<file path="src/rtl/weight_loader_1x8.sv">
// Write-side sequencer for the 8-bank weight buffer: steers a valid/ready stream of 72-bit words
// into banks 0..7 in bank-major order and pulses done when the tile is loaded.
module weight_loader_1x8 #(
  parameter int unsigned DEPTH    = 512,
  parameter int unsigned ADDR_BIT = 9
) (
  input  logic                clk,
  input  logic                rst,
  input  logic                start,
  input  logic [ADDR_BIT-1:0] base_addr,
  input  logic [ADDR_BIT:0]   words_per_bank,
  input  logic                s_valid,
  input  logic [71:0]         s_data,
  output logic                s_ready,
  output logic [ADDR_BIT-1:0] write_addr_0,
  output logic [ADDR_BIT-1:0] write_addr_1,
  output logic [ADDR_BIT-1:0] write_addr_2,
  output logic [ADDR_BIT-1:0] write_addr_3,
  output logic [ADDR_BIT-1:0] write_addr_4,
  output logic [ADDR_BIT-1:0] write_addr_5,
  output logic [ADDR_BIT-1:0] write_addr_6,
  output logic [ADDR_BIT-1:0] write_addr_7,
  output logic                write_en_0,
  output logic                write_en_1,
  output logic                write_en_2,
  output logic                write_en_3,
  output logic                write_en_4,
  output logic                write_en_5,
  output logic                write_en_6,
  output logic                write_en_7,
  output logic [71:0]         weight_wr_data,
  output logic                busy,
  output logic                done
);

  localparam logic [ADDR_BIT:0] MaxCnt = (ADDR_BIT + 1)'(DEPTH);

  typedef enum logic [1:0] {StIdle, StLoad, StDone} state_e;

  state_e              state_q;
  logic [2:0]          bank_q;
  logic [ADDR_BIT:0]   word_q;
  logic [ADDR_BIT:0]   cnt_q;
  logic [ADDR_BIT-1:0] base_q;
  logic [ADDR_BIT-1:0] addr_q;
  logic [71:0]         data_q;
  logic [7:0]          wen_q;
  logic                busy_q;
  logic                done_q;
  logic [ADDR_BIT:0]   cnt_sat;

  always_comb begin
    cnt_sat = (words_per_bank > MaxCnt) ? MaxCnt : words_per_bank;
  end

  assign s_ready = (state_q == StLoad);

  always_ff @(posedge clk or posedge rst) begin
    if (rst) begin
      state_q <= StIdle;
      bank_q  <= '0;
      word_q  <= '0;
      cnt_q   <= '0;
      base_q  <= '0;
      addr_q  <= '0;
      data_q  <= '0;
      wen_q   <= '0;
      busy_q  <= 1'b0;
      done_q  <= 1'b0;
    end else begin
      // Enables and done are single-cycle pulses unless re-armed below.
      wen_q  <= '0;
      done_q <= 1'b0;
      case (state_q)
        StIdle: begin
          if (start) begin
            base_q <= base_addr;
            cnt_q  <= cnt_sat;
            bank_q <= '0;
            word_q <= '0;
            busy_q <= 1'b1;
            if (cnt_sat == '0) begin
              state_q <= StDone;
              done_q  <= 1'b1;
            end else begin
              state_q <= StLoad;
            end
          end
        end
        StLoad: begin
          if (s_valid) begin
            wen_q  <= 8'd1 << bank_q;
            addr_q <= base_q + word_q[ADDR_BIT-1:0];
            data_q <= s_data;
            if (word_q == cnt_q - 1'b1) begin
              word_q <= '0;
              bank_q <= bank_q + 3'd1;
              if (bank_q == 3'd7) begin
                state_q <= StDone;
                done_q  <= 1'b1;
              end
            end else begin
              word_q <= word_q + 1'b1;
            end
          end
        end
        StDone: begin
          state_q <= StIdle;
          busy_q  <= 1'b0;
        end
        default: begin
          state_q <= StIdle;
          busy_q  <= 1'b0;
        end
      endcase
    end
  end

  assign write_addr_0   = addr_q;
  assign write_addr_1   = addr_q;
  assign write_addr_2   = addr_q;
  assign write_addr_3   = addr_q;
  assign write_addr_4   = addr_q;
  assign write_addr_5   = addr_q;
  assign write_addr_6   = addr_q;
  assign write_addr_7   = addr_q;
  assign write_en_0     = wen_q[0];
  assign write_en_1     = wen_q[1];
  assign write_en_2     = wen_q[2];
  assign write_en_3     = wen_q[3];
  assign write_en_4     = wen_q[4];
  assign write_en_5     = wen_q[5];
  assign write_en_6     = wen_q[6];
  assign write_en_7     = wen_q[7];
  assign weight_wr_data = data_q;
  assign busy           = busy_q;
  assign done           = done_q;

endmodule

</file>
<file path="config.mk">
export PLATFORM = sky130hd
export DESIGN_NAME = weight_loader_1x8
export DESIGN_NICKNAME = d
export VERILOG_FILES = /design/src/rtl/weight_loader_1x8.sv
export SDC_FILE = /design/constraint.sdc
export NUM_CORES = 1
export LEC_CHECK = 0
export ABC_CLOCK_PERIOD_IN_PS = 11300
export CORE_ASPECT_RATIO = 0.9
export CORE_UTILIZATION = 47
export CTS_BUF_LIST = sky130_fd_sc_hd__clkbuf_16
export CTS_CLUSTER_DIAMETER = 30
export DETAILED_ROUTE_END_ITERATION = 7
export PLACE_DENSITY_LB_ADDON = 0.1
export SYNTH_ARGS = -nofsm -noshare
export SYNTH_HDL_FRONTEND = slang
export SYNTH_SLANG_ARGS = --single-unit
</file>
<file path="constraint.sdc">
create_clock -name clk -period 11.3 [get_ports clk]
set_input_delay 1.695 -clock clk [delete_from_list [all_inputs] [get_ports clk]]
set_output_delay 1.695 -clock clk [all_outputs]
set_load 0.005 [all_outputs]
</file>
==> impl_metrics.py, run 1 <==
metrics = {
    "status": {
        "status": "completed",
    },
    "critical_path": {
        "cp_data_arrival_time_ns": 2.40,
        "timing.rr.end": "bank_q[1]",
        "start_kind": "flip-flop",
        "worstSetupPathType": "reg -> out",
        "crit_required_ns": 9.61,
        "r2r_start": "cnt_q[3]",
        "critPathCaptureType": "primary output",
        "r2r_slack_ns": 8.35,
        "reg2reg_depth": 6,
        "cp_max_fo": 18,
    },
    "cells_and_area": {
        "fill_cells": 968,
        "diodes": 0,
        "fin_nets": 975,
        "mostFrequentLayoutCells": "nand2_1, clkdlybuf4s50_1, dfrtp_1",
        "multi_input_area_um2": 2420,
        "mostFrequentLayoutCell": "nand2_1",
        "drive_above_1_share_pct": 4.81,
        "seq_area_um2": 3130,
        "area_growth_pct": 43.0,
    },
    "synth": {
        "syn-num-nets": 799,
        "synth_compound_area_share_pct": 7.56,
        "async_flop_share_pct": 100,
        "synthXorXnorAreaFrac_pct": 3.48,
        "seq_area_frac_synth_pct": 50.5,
        "syn_avg_cell_area_um2": 9.01,
        "ys_ff_latch": 125,
        "synthTopCellsByArea": "dfrtp_1, nand2_1, buf_4, ha_1, xnor2_1",
        "synth_fa_ha_area_share_pct": 3.56,
        "synthCells": 687,
        "ys.flop_type": "dfrtp_1",
        "synth_top_area_share_pct": 50.5,
        "synthSimpleGateAreaFrac_pct": 23.9,
        "synth_mux_area_share_pct": 0.505,
        "yosysUniqueCellTypes": 53,
        "yosys.area.top_type": "dfrtp_1",
        "synth_edf_count": 0,
        "synth_top_family_by_area": "simple AND/OR/NAND/NOR gates",
        "yosysWarnings": 0,
        "syn_area_um2": 6190,
    },
    "min_path": {
        "whs_path_depth": 2,
        "min_path_type": "reg -> reg",
        "worstHoldStart": "weight_wr_data[70]",
        "holdPathEnd": "weight_wr_data[70]",
    },
    "route": {
        "wl_per_cell_um": 14.9,
        "firstDrtPassIters": 4,
        "first_iter_violations": 304,
        "vias": 5180,
        "antenna_left": 0,
        "avgViaCountPerCell": 4.99,
        "totalWireLength_um": 15500,
        "drc": 0,
    },
    "clock_tree": {
        "cts_tree": "built",
        "clk_pin_slew_worst_paths_ns": 0.05,
        "cts_buffer_depth": 2,
        "cts-root-buf": "clkbuf_16",
        "cts_sinks": 125,
        "cts_made_buffers": 17,
        "htree_levels": 4,
        "ctsHoldBuffers": 0,
        "post_cts_buffers": 0,
        "clock_latency_ns": 0.42,
        "cts-resized-gates": 0,
    },
    "sta": {
        "skew_ns": 0.00478,
        "finalMaxSlewViolations": 0,
        "relSlewSlack_pct": 18.5,
        "worst_pin_slew_ns": 1.22,
        "finalCriticalPeriod_ns": 4.10,
        "setup_viol": 0,
        "rsz0062_at_grt": "no",
        "final_hold_viol_count": 0,
        "hold-worst-slack_ns": 0.470,
        "fmax_mhz": 244,
        "tns_ns": 0,
        "fin_crit_sh_pct": 36.2,
    },
    "die": {
        "rows": 39,
        "dieArea_um2": 13600,
        "io_pins": 250,
        "core_um2": 12800,
        "dieWidth_um": 123,
        "start_util_pct": 48.4,
        "die_height_um": 111,
    },
    "pwr": {
        "powerDensity_nw_per_um2": 173,
        "p_total_mw": 1.54,
        "peakVddDrop_v": 0.000108,
        "leakage_nw": 4.13,
    },
    "global_route": {
        "grt_pass1_wl_um": 25700,
        "grt_usage_pct": 24.6,
        "overflow": 0,
        "grt_max_degree": 85,
        "antenna_found_initial": 0,
        "grt_pass1_vias": 5296,
    },
    "flow_run": {
        "maxCapViolCount": 0,
    },
    "placed_design": {
        "dp_hpwl_um": 10900,
        "io_buffers": 249,
        "gp_congestion": 0.839,
    },
}
-- worst max path at each step --
stage,startpoint,end,slack [ns],cells past startpoint
2_1_floorplan,rst,bank_q[0],6.28,1
3_3_place_gp,s_valid,state_q[1],7.29,5
3_5_place_dp,s_valid,cnt_q[1],7.16,6
4_1_cts,state_q[1],s_ready,7.21,2
5_1_grt,state_q[1],s_ready,7.10,2
6_report,state_q[1],s_ready,7.20,2
-- synthesized netlist by cell type, types with 4 or more instances --
library cell  instances
xor2_1                9
buf_4                64
a221oi_1              7
nor3_1                6
a21oi_1               8
inv_1                14
nor4_1                7
or2_2                 4
a22o_1                4
ha_1                 16
nor2_1                9
nor3b_1               5
nand2b_1              6
or3_1                 4
and3_1               14
xnor2_1              13
clkbuf_1             27
o31ai_1               4
nand3_1               8
dfrtp_1             125
nand2_1             268
o21ai_0              20
-- layout make-up --
type | count | share of cell area (%)
Inverter | 14 | 0.622
Multi-Input combinational cell | 453 | 27.3
Clock buffer | 17 | 4.80
Timing Repair Buffer | 252 | 28.4
Sequential cell | 125 | 35.3
Clock inverter | 13 | 1.26
Tap cell | 164 | 2.32
-- logic make-up (layout without fill, tap and decap cells) --
family	after synthesis	after routing
AO/OA/AOI/OAI	65	65
XOR/XNOR	23	23
adder cells (fa/ha/maj)	17	17
buffers and inverters	109	296
flip-flops	125	125
multiplexers	3	3
AND/OR/NAND/NOR	345	345
-- state kept, by name, summed over array words and instances (netlist names), 2 cells and up --
signal and cells:
bank_q 3, base_q 9, cnt_q 10, state_q 2, weight_wr_data 72, wen_q 8, word_q 10, write_addr_0 9
-- metrics by stage --
step	utilization [%]	instance area, um^2	instances	setup WS, ns
detailed placement	65.1	8320	1008	7.16
finish	69.3	8860	1038	7.20
CTS	69.3	8860	1038	7.21
floorplan	-	6190	687	6.28
global route	69.3	8860	1038	7.10
global placement	65.1	8320	1008	7.29
-- metal layers --
metal | track usage, % | up-vias | wire length (um)
met5 | 0 | - | 0
met4 | 10.4 | 0 | 470
met3 | 9.83 | 32 | 1270
met2 | 40.6 | 203 | 7420
met1 | 28.1 | 2422 | 6310
li1 | - | 2523 | -
-- critical path, cell delays in order, from the launching register on --
cell	delay (ns)
dfrtp_1	0.41
nor2b_1	0.88
clkdlybuf4s50_1	0.70
-- power breakdown --
part	switching [mW]	internal [mW]	total [mW]
clock network	0.187	0.315	0.502
logic	0.163	0.308	0.471
registers	0.0646	0.498	0.563
total	0.415	1.12	1.54
No activity file was read; power rests on OpenSTA's default activity.
==> run 2: changes to the inputs <==
Settings changed: ABC_CLOCK_PERIOD_IN_PS 11300 to 3400, CORE_UTILIZATION 47 to 40.
Clock period 11.3 ns to 3.4 ns, I/O delays scaled along.
==> run 2 against run 1 <==
  * Total power rose to 3.3 times the previous value
  * Clock power grew to 3.2 times the previous value
  * Non-clock buffer count rose by 4
  * Largest cell class unchanged
  * Largest power group unchanged
  * Highest routed layer unchanged
==> impl_metrics.py, run 2 (synthesis results as in run 1) <==
metrics = {
    "status": {
        "status": "completed",
    },
    "clock_tree": {
        "cts_sinks": 125,
        "cts_made_buffers": 17,
        "clk_pin_slew_worst_paths_ns": 0.06,
        "ctsHoldBuffers": 0,
        "cts_buffer_depth": 2,
        "cts_tree": "built",
        "post_cts_buffers": 0,
        "cts-resized-gates": 0,
        "htree_levels": 4,
        "clock_latency_ns": 0.42,
        "cts-root-buf": "clkbuf_16",
    },
    "global_route": {
        "overflow": 0,
        "grt_max_degree": 99,
        "grt_pass1_wl_um": 25900,
        "grt_pass1_vias": 5094,
        "grt_usage_pct": 20.9,
        "antenna_found_initial": 0,
    },
    "critical_path": {
        "crit_required_ns": 3.70,
        "r2r_start": "cnt_q[2]",
        "critPathCaptureType": "flip-flop",
        "worstSetupPathType": "reg -> reg",
        "reg2reg_depth": 6,
        "cp_max_fo": 13,
        "timing.rr.end": "bank_q[1]",
        "cp_data_arrival_time_ns": 3.20,
        "r2r_slack_ns": 0.51,
        "start_kind": "flip-flop",
    },
    "cells_and_area": {
        "diodes": 0,
        "mostFrequentLayoutCells": "nand2_1, clkdlybuf4s50_1, dfrtp_1",
        "area_growth_pct": 44.3,
        "mostFrequentLayoutCell": "nand2_1",
        "largest_reg_flops": 72,
        "fill_cells": 1251,
        "drive_above_1_share_pct": 5.12,
        "fin_cells": 1077,
        "fin_nets": 979,
    },
    "pwr": {
        "leakage_nw": 4.14,
        "peakVddDrop_v": 0.000363,
        "powerDensity_nw_per_um2": 567,
    },
    "sta": {
        "final_hold_viol_count": 0,
        "worst_pin_slew_ns": 0.848,
        "setup_viol": 0,
        "finalCriticalPeriod_ns": 2.89,
        "skew_ns": 0.00648,
        "fin_crit_sh_pct": 85.1,
        "finalMaxSlewViolations": 0,
        "finalWorstSetupSlack_ns": 0.507,
        "fmax_mhz": 346,
        "relSlewSlack_pct": 43.5,
        "tns_ns": 0,
        "rsz0062_at_grt": "no",
    },
    "die": {
        "start_util_pct": 41.5,
        "dieArea_um2": 16000,
        "die_height_um": 120,
        "core_um2": 14900,
        "io_pins": 250,
        "dieWidth_um": 133,
        "rows": 42,
    },
    "min_path": {
        "whs_path_depth": 2,
        "min_path_type": "reg -> reg",
        "worstHoldStart": "weight_wr_data[38]",
        "holdPathEnd": "weight_wr_data[38]",
    },
    "placed_design": {
        "dp_cells": 1046,
        "dp_hpwl_um": 11500,
        "io_buffers": 249,
        "pre_cts_slack_ns": 0.541,
        "gp_congestion": 0.919,
    },
    "route": {
        "first_iter_violations": 275,
        "firstDrtPassIters": 5,
        "drc": 0,
        "totalWireLength_um": 16100,
        "wl_per_cell_um": 15.0,
        "avgViaCountPerCell": 4.92,
        "antenna_left": 0,
        "vias": 5303,
    },
    "flow_run": {
        "maxCapViolCount": 0,
    },
}
==> run 2: cell types whose count changed in the layout (fill, tap and decap cells not counted) <==
cell | previous run | this run
buf_12 | 0 | 2
buf_4 | 3 | 5
clkinvlp_4 | 1 | 3
inv_1 | 16 | 18
bufinv_16 | 2 | 1
clkinv_2 | 5 | 4
inv_4 | 1 | 0
==> run 2: worst max-delay path, stage by stage (launching register included) <==
cell and delay (ns):
dfrtp_1 0.45, or4_4 0.61, nor4_1 0.32, xnor2_1 0.16, nand4_1 0.46, or3_1 0.55, a31o_1 0.23
==> run 2: metal layers <==
layer  share of wire, %  track usage, %  vias to the layer above
met1                 42            24.6                     2510
met4                1.7            7.74                        0
met5                  0               0                        -
li1                   -               -                     2538
met3                7.6            6.63                       24
met2                 49            35.8                      231
==> run 2: final cells by class <==
type / instances / area [um^2] / area share (%)
flip-flops and latches: 125 / 3130 / 35.0
repair buffers: 256 / 2570 / 28.8
multi-input cells: 453 / 2420 / 27.0
clock buffers: 17 / 425 / 4.76
well taps: 198 / 248 / 2.77
clock inverters: 14 / 91.3 / 1.02
inverters: 14 / 56.3 / 0.630
==> run 2: per-stage QoR <==
stage	instance area, um^2	power [mW]	hold slack (ns)	util, %
floorplan	6190	2.81	0.450	-
global placement	8420	3.46	0.459	56.4
detailed placement	8420	3.49	0.462	56.4
CTS	8930	5.12	0.474	59.9
global route	8930	5.35	0.490	59.9
finish	8930	5.07	0.469	59.9
==> run 2: report_power, final <==
group	leakage, nW	switching [mW]	total, mW	internal [mW]
sequential	1.52	0.225	1.88	1.66
combinational	2.35	0.553	1.58	1.03
clock	0.269	0.634	1.61	0.972
total	4.14	1.41	5.07	3.66
==> run 2: how the worst max path moves through the flow <==
stage / from / end
after CTS: cnt_q[2] / bank_q[1]
after global routing: cnt_q[2] / bank_q[1]
after detailed placement: cnt_q[2] / bank_q[1]
after floorplan: cnt_q[0] / bank_q[1]
final: cnt_q[2] / bank_q[1]
after global placement: cnt_q[2] / bank_q[2]
==> run 3: changes to the inputs <==
Settings changed: CORE_ASPECT_RATIO 0.9 to 0.75.
==> run 3 against run 2 <==
  * Sequential power about the same
  * Total power up 0.98%
  * Largest power group unchanged
  * Maximum frequency decreased by 0.68%
  * Critical path depth stayed put
  * Via count decreased by 0.47%
  * Die area about the same
  * Clock power up 2%
  * Worst setup slack worse by 0.020 ns
  * Cell count rose by 0.37%
  * Highest routed layer unchanged
  * Non-clock buffer count rose by 2
==> impl_metrics.py, run 3 (synthesis results as in run 1) <==
metrics = {
    "sta": {
        "skew_ns": 0.00898,
        "final_hold_viol_count": 0,
        "rsz0062_at_grt": "no",
        "relSlewSlack_pct": 44.1,
        "finalMaxSlewViolations": 0,
        "fin_crit_sh_pct": 85.7,
        "fmax_mhz": 343,
        "setup_viol": 0,
        "worst_pin_slew_ns": 0.839,
        "tns_ns": 0,
        "finalCriticalPeriod_ns": 2.91,
    },
    "cells_and_area": {
        "fin_cells": 1081,
        "area_growth_pct": 44.6,
        "drive_above_1_share_pct": 5.68,
        "fill_cells": 1225,
        "mostFrequentLayoutCell": "nand2_1",
        "diodes": 0,
        "largest_reg_flops": 72,
        "mostFrequentLayoutCells": "nand2_1, clkdlybuf4s50_1, dfrtp_1",
        "fin_nets": 981,
    },
    "route": {
        "antenna_left": 0,
        "drc": 0,
        "totalWireLength_um": 16800,
        "first_iter_violations": 330,
        "avgViaCountPerCell": 4.88,
        "vias": 5278,
        "wl_per_cell_um": 15.5,
        "firstDrtPassIters": 4,
    },
    "critical_path": {
        "reg2reg_depth": 6,
        "start_kind": "flip-flop",
        "cp_data_arrival_time_ns": 3.21,
        "r2r_slack_ns": 0.49,
        "timing.rr.end": "bank_q[2]",
        "worstSetupPathType": "reg -> reg",
        "r2r_start": "cnt_q[2]",
        "critPathCaptureType": "flip-flop",
        "crit_required_ns": 3.70,
        "cp_max_fo": 13,
    },
    "die": {
        "dieArea_um2": 16000,
        "core_um2": 14800,
        "io_pins": 250,
        "rows": 38,
        "die_height_um": 110,
        "start_util_pct": 41.9,
        "dieWidth_um": 146,
    },
    "status": {
        "status": "completed",
    },
    "flow_run": {
        "maxCapViolCount": 0,
    },
    "global_route": {
        "grt_max_degree": 58,
        "grt_pass1_wl_um": 25700,
        "antenna_found_initial": 0,
        "overflow": 0,
        "grt_usage_pct": 21.0,
        "grt_pass1_vias": 4931,
    },
    "min_path": {
        "holdPathEnd": "weight_wr_data[32]",
        "min_path_type": "reg -> reg",
        "whs_path_depth": 2,
        "worstHoldStart": "weight_wr_data[32]",
    },
    "clock_tree": {
        "cts_sinks": 125,
        "cts_made_buffers": 17,
        "htree_levels": 4,
        "cts_buffer_depth": 2,
        "clk_pin_slew_worst_paths_ns": 0.06,
        "post_cts_buffers": 0,
        "cts_tree": "built",
        "clock_latency_ns": 0.42,
        "cts-root-buf": "clkbuf_16",
        "cts-resized-gates": 0,
        "ctsHoldBuffers": 0,
    },
    "pwr": {
        "leakage_nw": 4.14,
        "peakVddDrop_v": 0.000362,
        "powerDensity_nw_per_um2": 572,
    },
    "placed_design": {
        "gp_congestion": 0.854,
        "dp_hpwl_um": 12200,
        "dp_cells": 1050,
        "io_buffers": 249,
    },
}
run 3: cell types whose count changed in the layout (fill, tap and decap cells not counted):
| cell | previous run | this run |
|---|---|---|
| clkinv_4 | 0 | 1 |
| inv_1 | 18 | 14 |
| clkinv_1 | 2 | 3 |
| clkinvlp_4 | 3 | 4 |
| inv_6 | 0 | 1 |
| buf_4 | 5 | 8 |
| buf_12 | 2 | 1 |
run 3: how the worst max path moves through the flow:
stage	from	cells after the start	slack, ns	end
after floorplan	cnt_q[0]	8	0.82	bank_q[1]
after global placement	cnt_q[2]	6	0.60	bank_q[1]
after detailed placement	cnt_q[2]	6	0.53	bank_q[2]
after CTS	cnt_q[2]	6	0.49	bank_q[2]
after global routing	cnt_q[2]	6	0.29	bank_q[2]
final	cnt_q[2]	6	0.49	bank_q[2]
run 3: final cells by class:
cell class,instances,area (um^2),area share (%)
clock inverter,14,105,1.17
timing repair buffer,258,2570,28.7
sequential,125,3130,34.9
inverter,14,56.3,0.629
tap,200,250,2.79
multi-input combinational,453,2420,27.0
clock buffer,17,425,4.75
run 3: critical path, stage by stage (launching register included):
cell	delay, ns
dfrtp_1	0.45
or4_4	0.60
nor4_1	0.31
xnor2_1	0.16
nand4_1	0.48
or3_1	0.55
a31o_1	0.24
run 3: metal layers:
| metal | track usage (%) | up-vias | wire [um] |
|---|---|---|---|
| li1 | - | 2542 | - |
| met3 | 6.27 | 34 | 1170 |
| met5 | 0 | - | 0 |
| met4 | 9.32 | 0 | 475 |
| met1 | 26.3 | 2503 | 7360 |
| met2 | 34.0 | 199 | 7780 |
run 3: power breakdown:
| part | internal, mW | leakage (nW) | total (mW) | switching [mW] |
|---|---|---|---|---|
| combinational | 1.03 | 2.36 | 1.59 | 0.557 |
| sequential | 1.65 | 1.52 | 1.89 | 0.231 |
| clock | 0.984 | 0.258 | 1.65 | 0.662 |
| total | 3.67 | 4.14 | 5.12 | 1.45 |
run 3: per-stage QoR:
step	setup WS, ns	power [mW]	cell area [um^2]	hold WS (ns)	utilization (%)
finish	0.487	5.12	8950	0.469	60.6
global route	0.293	5.38	8950	0.488	60.6
CTS	0.486	5.17	8950	0.475	60.6
detailed placement	0.526	3.50	8420	0.461	57.0
global placement	0.603	3.48	8420	0.458	57.0
floorplan	0.824	2.81	6190	0.450	-
